### config.mk
export PLATFORM = sky130hd
export DESIGN_NAME = fetch_unit
export DESIGN_NICKNAME = d
export VERILOG_FILES = /design/src/rtl/fetch_unit.sv
export SDC_FILE = /design/constraint.sdc
export NUM_CORES = 1
export LEC_CHECK = 0
export ABC_AREA = 1
export CORE_MARGIN = 4
export CORE_UTILIZATION = 40
export CTS_BUF_LIST = sky130_fd_sc_hd__clkbuf_8 sky130_fd_sc_hd__clkbuf_16
export CTS_CLUSTER_DIAMETER = 100
export DETAILED_ROUTE_END_ITERATION = 10
export GPL_TIMING_DRIVEN = 1
export PLACE_DENSITY = 0.77
export SETUP_SLACK_MARGIN = 0.4
export SYNTH_ARGS = -nofsm -noshare
export SYNTH_HDL_FRONTEND = slang
export SYNTH_SLANG_ARGS = --single-unit
### constraint.sdc
create_clock -name clk -period 1.6 [get_ports clk]
set_clock_uncertainty 0.05 [all_clocks]
set_input_delay 0.32 -clock clk [delete_from_list [all_inputs] [get_ports clk]]
set_output_delay 0.32 -clock clk [all_outputs]
set_load 0.05 [all_outputs]
### src/rtl/fetch_unit.sv
// fetch_unit: single-outstanding instruction fetch with decode handshake, timeout and misalignment fault
// Ports: clk, clr (async active-low reset); pc_val/stall/flush from PC stage;
//        mem_req/mem_addr/mem_ack/mem_rdata to instruction memory;
//        instr/instr_pc/instr_valid/instr_ready to decode; pc_inc advance pulse; fetch_err sticky fault.
module fetch_unit #(
   parameter int TIMEOUT = 16
) (
   input  logic        clk,
   input  logic        clr,
   input  logic [31:0] pc_val,
   input  logic        stall,
   input  logic        flush,
   output logic        mem_req,
   output logic [31:0] mem_addr,
   input  logic        mem_ack,
   input  logic [31:0] mem_rdata,
   output logic [31:0] instr,
   output logic [31:0] instr_pc,
   output logic        instr_valid,
   input  logic        instr_ready,
   output logic        pc_inc,
   output logic        fetch_err
);
   typedef enum logic [1:0] {IDLE, REQ, HOLD, ERR} state_t;
   state_t state, state_nxt;
   logic [7:0] cnt;
   logic start, done;
   always_comb begin
      state_nxt = state;
      case (state)
         IDLE: if (!flush && !stall) state_nxt = (pc_val[1:0] == 2'b00) ? REQ : ERR;
         REQ:  state_nxt = flush ? IDLE : mem_ack ? HOLD : (cnt == 8'(TIMEOUT - 1)) ? ERR : REQ;
         HOLD: state_nxt = (flush || instr_ready) ? IDLE : HOLD;
         ERR:  state_nxt = flush ? IDLE : ERR;
      endcase
   end
   assign start = (state == IDLE) && (state_nxt == REQ);
   // flush is already folded into state_nxt, so an ack under flush never completes a fetch
   assign done  = (state == REQ) && (state_nxt == HOLD);
   always_ff @(posedge clk or negedge clr) begin
      if (!clr) begin
         state    <= IDLE;
         cnt      <= '0;
         mem_addr <= '0;
         instr    <= '0;
         instr_pc <= '0;
         pc_inc   <= 1'b0;
      end else begin
         state  <= state_nxt;
         pc_inc <= done;
         if (start) begin
            mem_addr <= pc_val;
            cnt      <= '0;
         end else if (state == REQ && !mem_ack) begin
            cnt <= cnt + 8'd1;
         end
         if (done) begin
            instr    <= mem_rdata;
            instr_pc <= mem_addr;
         end
      end
   end
   assign mem_req     = (state == REQ);
   assign instr_valid = (state == HOLD);
   assign fetch_err   = (state == ERR);
endmodule

==> impl_metrics.ini, run 1 <==
[critical_path]
path_cells = inv_4, nand2_1, nor2_4, buf_6, buf_12, nand4_1, nand2_1
slowest_delay_ns = 0.48
reg2reg_to = instr_pc[27]$_DFFE_PN0P_
worstSetupEndpointType = flop
cp-start-kind = flop
critPathKind = flop to flop
r2r-start = state[1]$_DFF_PN0_
cp_common_cell = nand2_1
worst-r2r-cell-count = 7
cp_slowest_cell = dfrtp_2
crit_fanout = 19
critPathRequiredTime_ns = 1.83
crit_arrival_ns = 1.86
r2r_setup_slack_ns = -0.04

[global_route]
antenna_found_initial = 1
track_usage_pct = 25.8
grt_overflow = 0
grt_pass1_wl_mm = 26.3
grt_max_degree = 39
grt_pass1_vias = 5034

[layout]
fin_nets = 846
syn2layout_area_growth_pct = 104
final_layout_size_suffix_gt1_share_pct = 42.9
utilization_pct = 83.9

[clock_tree]
cts-htree-levels = 3
clock-sinks = 107
clk-insertion-delay-late_ns = 0.34
numCtsBuffers = 9
root_buffer = clkbuf_16
clkTransAtPathRegs_ns = 0.08
cts_tree = yes
ctsLongestPathBuffers = 2

[drt]
antenna_left = 0
drtPass1Iterations = 6
wl_mm = 19.5
vias = 5051
drc = 0
wire_per_inst_microns = 21.2
drt_iter0_drc = 479
drt-vias-per-instance = 5.48

[placed_design]
pre_cts_ws_ns = -0.253
gp_congestion = 0.791
port-buffer-count = 169
hpwl_mm = 9.93

[yosys]
muxShareOfSynthArea_pct = 0
synth_top_area_share_pct = 59.5
synth_xor_area_share_pct = 0
synth_warnings = 0
async_flop_share_pct = 100
synthSimpleGateAreaFrac_pct = 33.3
synth_area_per_cell_sq_um = 8.78
synthAdderAreaFrac_pct = 0.278
synth_cells = 512
synthesis.area_sq_um = 4500
synth_area_leaders = dfrtp_1, nand2_1, nand4_1
synth_nets = 583
synth_edf_count = 0
yosysTopAreaCell = dfrtp_1
synth.yosys.seq_area_share_pct = 59.5
ys_ff_latch = 107
synth_ff_type = dfrtp_1
synth_cell_types = 22
synth_compound_area_share_pct = 0.946
synth_top_family_by_area = simple AND/OR/NAND/NOR gates

[sta]
timing_hold_violations_final = 0
worst_pin_slew_ns = 0.375
setup_violations = 9
fin_ws_ns = -0.0380
fmax_ghz = 0.611
final-max-slew-violation-count = 0
rsz0062_at_grt = true
slew_headroom_pct = 75.0
final.period_utilization_pct = 102
min_period_ns = 1.64

[die]
io_pins = 170
fp.dieW_microns = 114
fp.dieArea_sq_um = 13000
die_h_microns = 114
start_util_pct = 41.1
num_rows = 38
core_sq_um = 10900

[outcome]
outcome = finished, violations left
violations = setup timing

[worst_hold_path]
hold_path.class = primary input to async pin

[power]
p_per_area_nw_per_um2 = 1940
ir_drop_mv = 1.27
p_leak_uw = 0.00467

[flow_run]
drv_cap = 0
==> cells in the final DEF (no fill, tap or decap), types with 4 or more instances in the layout <==
master           instances
buf_12                 111
buf_16                   5
buf_4                   86
buf_6                   11
clkbuf_16               11
clkdlybuf4s50_1         67
dfrtp_1                103
dfrtp_2                  4
inv_1                   10
inv_2                    4
nand2_1                176
nand2_2                 43
nand2_4                 31
nand3_1                  4
nand4_1                 69
nor2_1                   8
nor2_4                   4
==> cell type report <==
| type | count | area [sq um] |
|---|---|---|
| diodes | 1 | 2.50 |
| clock buffers | 9 | 225 |
| clock inverters | 7 | 98.8 |
| fillers | 557 | 1760 |
| inverters | 18 | 85.1 |
| multi-input cells | 352 | 1990 |
| flip-flops and latches | 107 | 2680 |
| well taps | 140 | 175 |
| repair buffers | 287 | 3910 |
==> worst max-delay path: cells and delay by family (launching register included) <==
kind / cells / cell delay (ns)
flip-flops: 1 / 0.48
buffers and inverters: 3 / 0.42
AND/OR/NAND/NOR: 4 / 0.60
==> registers in the layout, summed over array words and instances (netlist names) <==
signal,flops
pc_inc,1
instr_pc,32
state,2
cnt,8
mem_addr,32
instr,32
==> repair_timing <==
action	4_1_cts	5_1_grt
buffers inserted	60	25
pin swaps	26	27
endpoints found under the setup margin	206	206
endpoints found under the hold margin	21	0
hold buffers	1	0
cloned	5	2
resized for setup	65	91
==> metrics by stage <==
| stage | std cells | cell area, sq um | hold slack [ns] | TNS (ns) | power [uW] |
|---|---|---|---|---|---|
| 2_1_floorplan | 512 | 4590 | -0.0256 | 0 | 8600 |
| 3_3_place_gp | 811 | 7490 | 0.194 | -15.43 | 13600 |
| 3_5_place_dp | 811 | 7490 | 0.203 | -21.89 | 13800 |
| 4_1_cts | 893 | 8600 | 0.382 | 0 | 17000 |
| 5_1_grt | 921 | 9170 | 0.404 | -1.79 | 18400 |
| 6_report | 921 | 9170 | 0.386 | -0.0977 | 17800 |
==> cells in the mapped netlist (2+ instances only) <==
cell      instances
nand2_1         250
a21oi_1           2
nand3_1           6
nand4_1          69
inv_2             3
clkbuf_1          4
buf_4             9
buf_2            21
nor2_1           14
inv_1            15
nand3_2           2
dfrtp_1         107
==> logic make-up (layout without fill, tap and decap cells) <==
logic type,after synthesis,in the layout
other cells,0,1
simple gates,345,345
compound gates,6,6
buf+inv,53,321
fa+ha+maj,1,1
flops,107,107
==> layer usage <==
metal  up-vias  track usage [%]  share of wire [%]
met5         -                0                  0
met4         0             8.87                4.3
met3        70             4.83                6.6
met2       273             46.7                 53
met1      2507             30.7                 36
li1       2201                -                  -
==> where the power goes <==
group          switching (uW)  internal (uW)  total [uW]
Sequential               1200           3680        4880
Combinational            5390           5120       10500
Clock                    1050           1390        2430
==> worst max-delay path by stage <==
stage                             startpoint                  endpoint  slack (ns)  depth (start not counted)
after floorplan           cnt[0]$_DFFE_PN0P_      instr[0]$_DFFE_PN0P_        0.20                          8
after global placement                 flush  instr_pc[18]$_DFFE_PN0P_       -0.19                          9
after detailed placement               flush      instr[9]$_DFFE_PN0P_       -0.25                          9
after CTS                 cnt[0]$_DFFE_PN0P_      instr[9]$_DFFE_PN0P_        0.09                          7
after global routing      state[1]$_DFF_PN0_  instr_pc[27]$_DFFE_PN0P_       -0.09                          7
final                     state[1]$_DFF_PN0_  instr_pc[27]$_DFFE_PN0P_       -0.04                          7
Power figures use the tool's default switching activity.
==> run 2: changes to the inputs <==
--- a/config.mk
+++ b/config.mk
@@ -6,10 +6,12 @@
 export NUM_CORES = 1
 export LEC_CHECK = 0
 export ABC_AREA = 1
+export ABC_CLOCK_PERIOD_IN_PS = 1600
 export CORE_MARGIN = 4
 export CORE_UTILIZATION = 40
 export CTS_BUF_LIST = sky130_fd_sc_hd__clkbuf_8 sky130_fd_sc_hd__clkbuf_16
 export CTS_CLUSTER_DIAMETER = 100
+export CTS_CLUSTER_SIZE = 10
 export DETAILED_ROUTE_END_ITERATION = 10
 export GPL_TIMING_DRIVEN = 1
 export PLACE_DENSITY = 0.77
==> results of run 2 <==
No change in the layout: final DEF, timing and power equal those of run 1.
==> run 3: changes to the inputs <==
--- a/config.mk
+++ b/config.mk
@@ -15,7 +15,7 @@
 export DETAILED_ROUTE_END_ITERATION = 10
 export GPL_TIMING_DRIVEN = 1
 export PLACE_DENSITY = 0.77
-export SETUP_SLACK_MARGIN = 0.4
+export SETUP_SLACK_MARGIN = 0.5
 export SYNTH_ARGS = -nofsm -noshare
 export SYNTH_HDL_FRONTEND = slang
 export SYNTH_SLANG_ARGS = --single-unit
==> run 3 against run 2 <==
- the run still ends with setup timing left
- fmax decreased by 1.9%
- critical path depth increased by 1
- register-to-register slack worse by 0.03 ns
- first-iteration DRC count increased by 47%
- worst setup slack got worse by 0.032 ns
- clock power fell by 7%
- non-clock buffer count increased by 11
- hold slack lost 0.093 ns
- core utilization increased by 4.5 points
- sequential share of layout area is 1.3 points lower
- sequential power increased by 2%
- die area is the same
==> impl_metrics.ini, run 3 (synthesis gave the netlist of run 1 again) <==
[sta]
slew_headroom_pct = 79.1
fin_ws_ns = -0.0702
final-max-slew-violation-count = 0
worst_pin_slew_ns = 0.313
fmax_ghz = 0.599
fin_setup_tns_ns = -1.82
rsz0062_at_grt = true
timing_hold_violations_final = 0
min_period_ns = 1.67
setup_violations = 62
final.period_utilization_pct = 104

[global_route]
grt_max_degree = 66
grt_pass1_wl_mm = 26.5
antenna_found_initial = 0
grt_overflow = 0
track_usage_pct = 25.9
grt_pass1_vias = 4930

[layout]
antennaDiodeCount = 0
fin_nets = 857
layout_commonest_cell = nand2_1
utilization_pct = 88.4
seqCellArea_sq_um = 2700
fillers = 473
final_layout_size_suffix_gt1_share_pct = 50.8
largestRegisters = instr: 32 flops, instr_pc: 32 flops, mem_addr: 32 flops
syn2layout_area_growth_pct = 115
multiInputGateArea_sq_um = 2210
layout_common_cells = nand2_1, buf_12, dfrtp_1

[power]
finalPower_uw = 18300
p_per_area_nw_per_um2 = 1890
p_leak_uw = 0.00476
ir_drop_mv = 1.23

[flow_run]
drv_cap = 0

[critical_path]
critPathKind = flop to flop
crit_arrival_ns = 1.85
path_cells = ha_4, nand3_4, o21bai_4, nand3_4, buf_12, clkbuf_16, nand2_1, nand2_1
critPathRequiredTime_ns = 1.78
cp_slowest_cell = dfrtp_2
worstSetupEndpointType = flop
slowest_delay_ns = 0.43
crit_fanout = 12
cp-start-kind = flop

[clock_tree]
clkTransAtPathRegs_ns = 0.07
ctsLongestPathBuffers = 2
clock-sinks = 107
cts_tree = yes
numCtsBuffers = 9
cts-htree-levels = 3
clk-insertion-delay-late_ns = 0.34
root_buffer = clkbuf_16

[die]
start_util_pct = 41.1
core_sq_um = 10900
fp.dieArea_sq_um = 13000
fp.dieW_microns = 114
io_pins = 170
die_h_microns = 114
num_rows = 38

[placed_design]
port-buffer-count = 169
hpwl_mm = 9.60
gp_congestion = 0.785

[drt]
wire_per_inst_microns = 23.5
drc = 0
wl_mm = 21.9
drt_iter0_drc = 703
antenna_left = 0
drt-vias-per-instance = 5.71
vias = 5314
drtPass1Iterations = 6

[outcome]
violations = setup timing
outcome = finished, violations left

[worst_hold_path]
hold_path.class = primary input to async pin
-- run 3: cell type report --
| type | instances | share of cell area (%) |
|---|---|---|
| repair buffers | 298 | 43.3 |
| clock buffers | 10 | 2.47 |
| inverters | 18 | 0.971 |
| flip-flops and latches | 107 | 27.9 |
| clock inverters | 6 | 0.686 |
| well taps | 140 | 1.81 |
| multi-input cells | 352 | 22.9 |
-- run 3: routing by layer --
layer / wire length (microns) / vias up / GRT usage (%)
met5: 0 / - / 0
met4: 1310 / 0 / 9.82
met3: 2020 / 120 / 6.31
met2: 11100 / 369 / 44.8
met1: 7400 / 2605 / 31.1
li1: - / 2220 / -
-- run 3: worst paths after layout --
kind	from	endpoint	slack (ns)	cells past startpoint
max	cnt[1]$_DFFE_PN0P_	instr_pc[8]$_DFFE_PN0P_	-0.07	8
min in group clk	stall	state[0]$_DFF_PN0_	0.35	4
min	clr	instr_pc[31]$_DFFE_PN0P_	0.29	2
min reg2reg	instr[30]$_DFFE_PN0P_	instr[30]$_DFFE_PN0P_	0.49	2
max reg2reg	cnt[1]$_DFFE_PN0P_	instr_pc[8]$_DFFE_PN0P_	-0.07	8
max in group asynchronous	clr	instr[18]$_DFFE_PN0P_	0.71	3
-- run 3: power breakdown --
group / internal (uW) / total [uW] / switching, uW / leakage [uW]
registers: 3700 / 4970 / 1270 / 0.00136
logic: 5380 / 11000 / 5640 / 0.00325
clock network: 1260 / 2260 / 1000 / 0.000146
-- run 3: stage by stage --
stage / cell area, sq um / instances / hold slack (ns) / setup slack, ns
2_1_floorplan: 4610 / 512 / -0.0256 / 0.197
3_3_place_gp: 7450 / 804 / 0.0949 / -0.216
3_5_place_dp: 7450 / 804 / 0.0973 / -0.312
4_1_cts: 8570 / 873 / 0.290 / 0.0409
5_1_grt: 9660 / 931 / 0.306 / -0.141
6_report: 9660 / 931 / 0.293 / -0.0702
-- run 3: worst max-delay path: cells and delay by family (launching register included) --
kind                     cells  cell delay, ns
flip-flops                   1            0.43
buffers and inverters        2            0.35
AO/OA/AOI/OAI                1            0.21
adder cells (fa/ha/maj)      1            0.18
AND/OR/NAND/NOR              4            0.33
-- run 3: timing repair --
action                     4_1_cts  5_1_grt
hold endpoints to repair        27        0
setup endpoints to repair      206      206
resized for setup               84      155
pin swaps                       28       28
cloned                           7        9
hold buffers                     1        0
setup buffers                   45       49
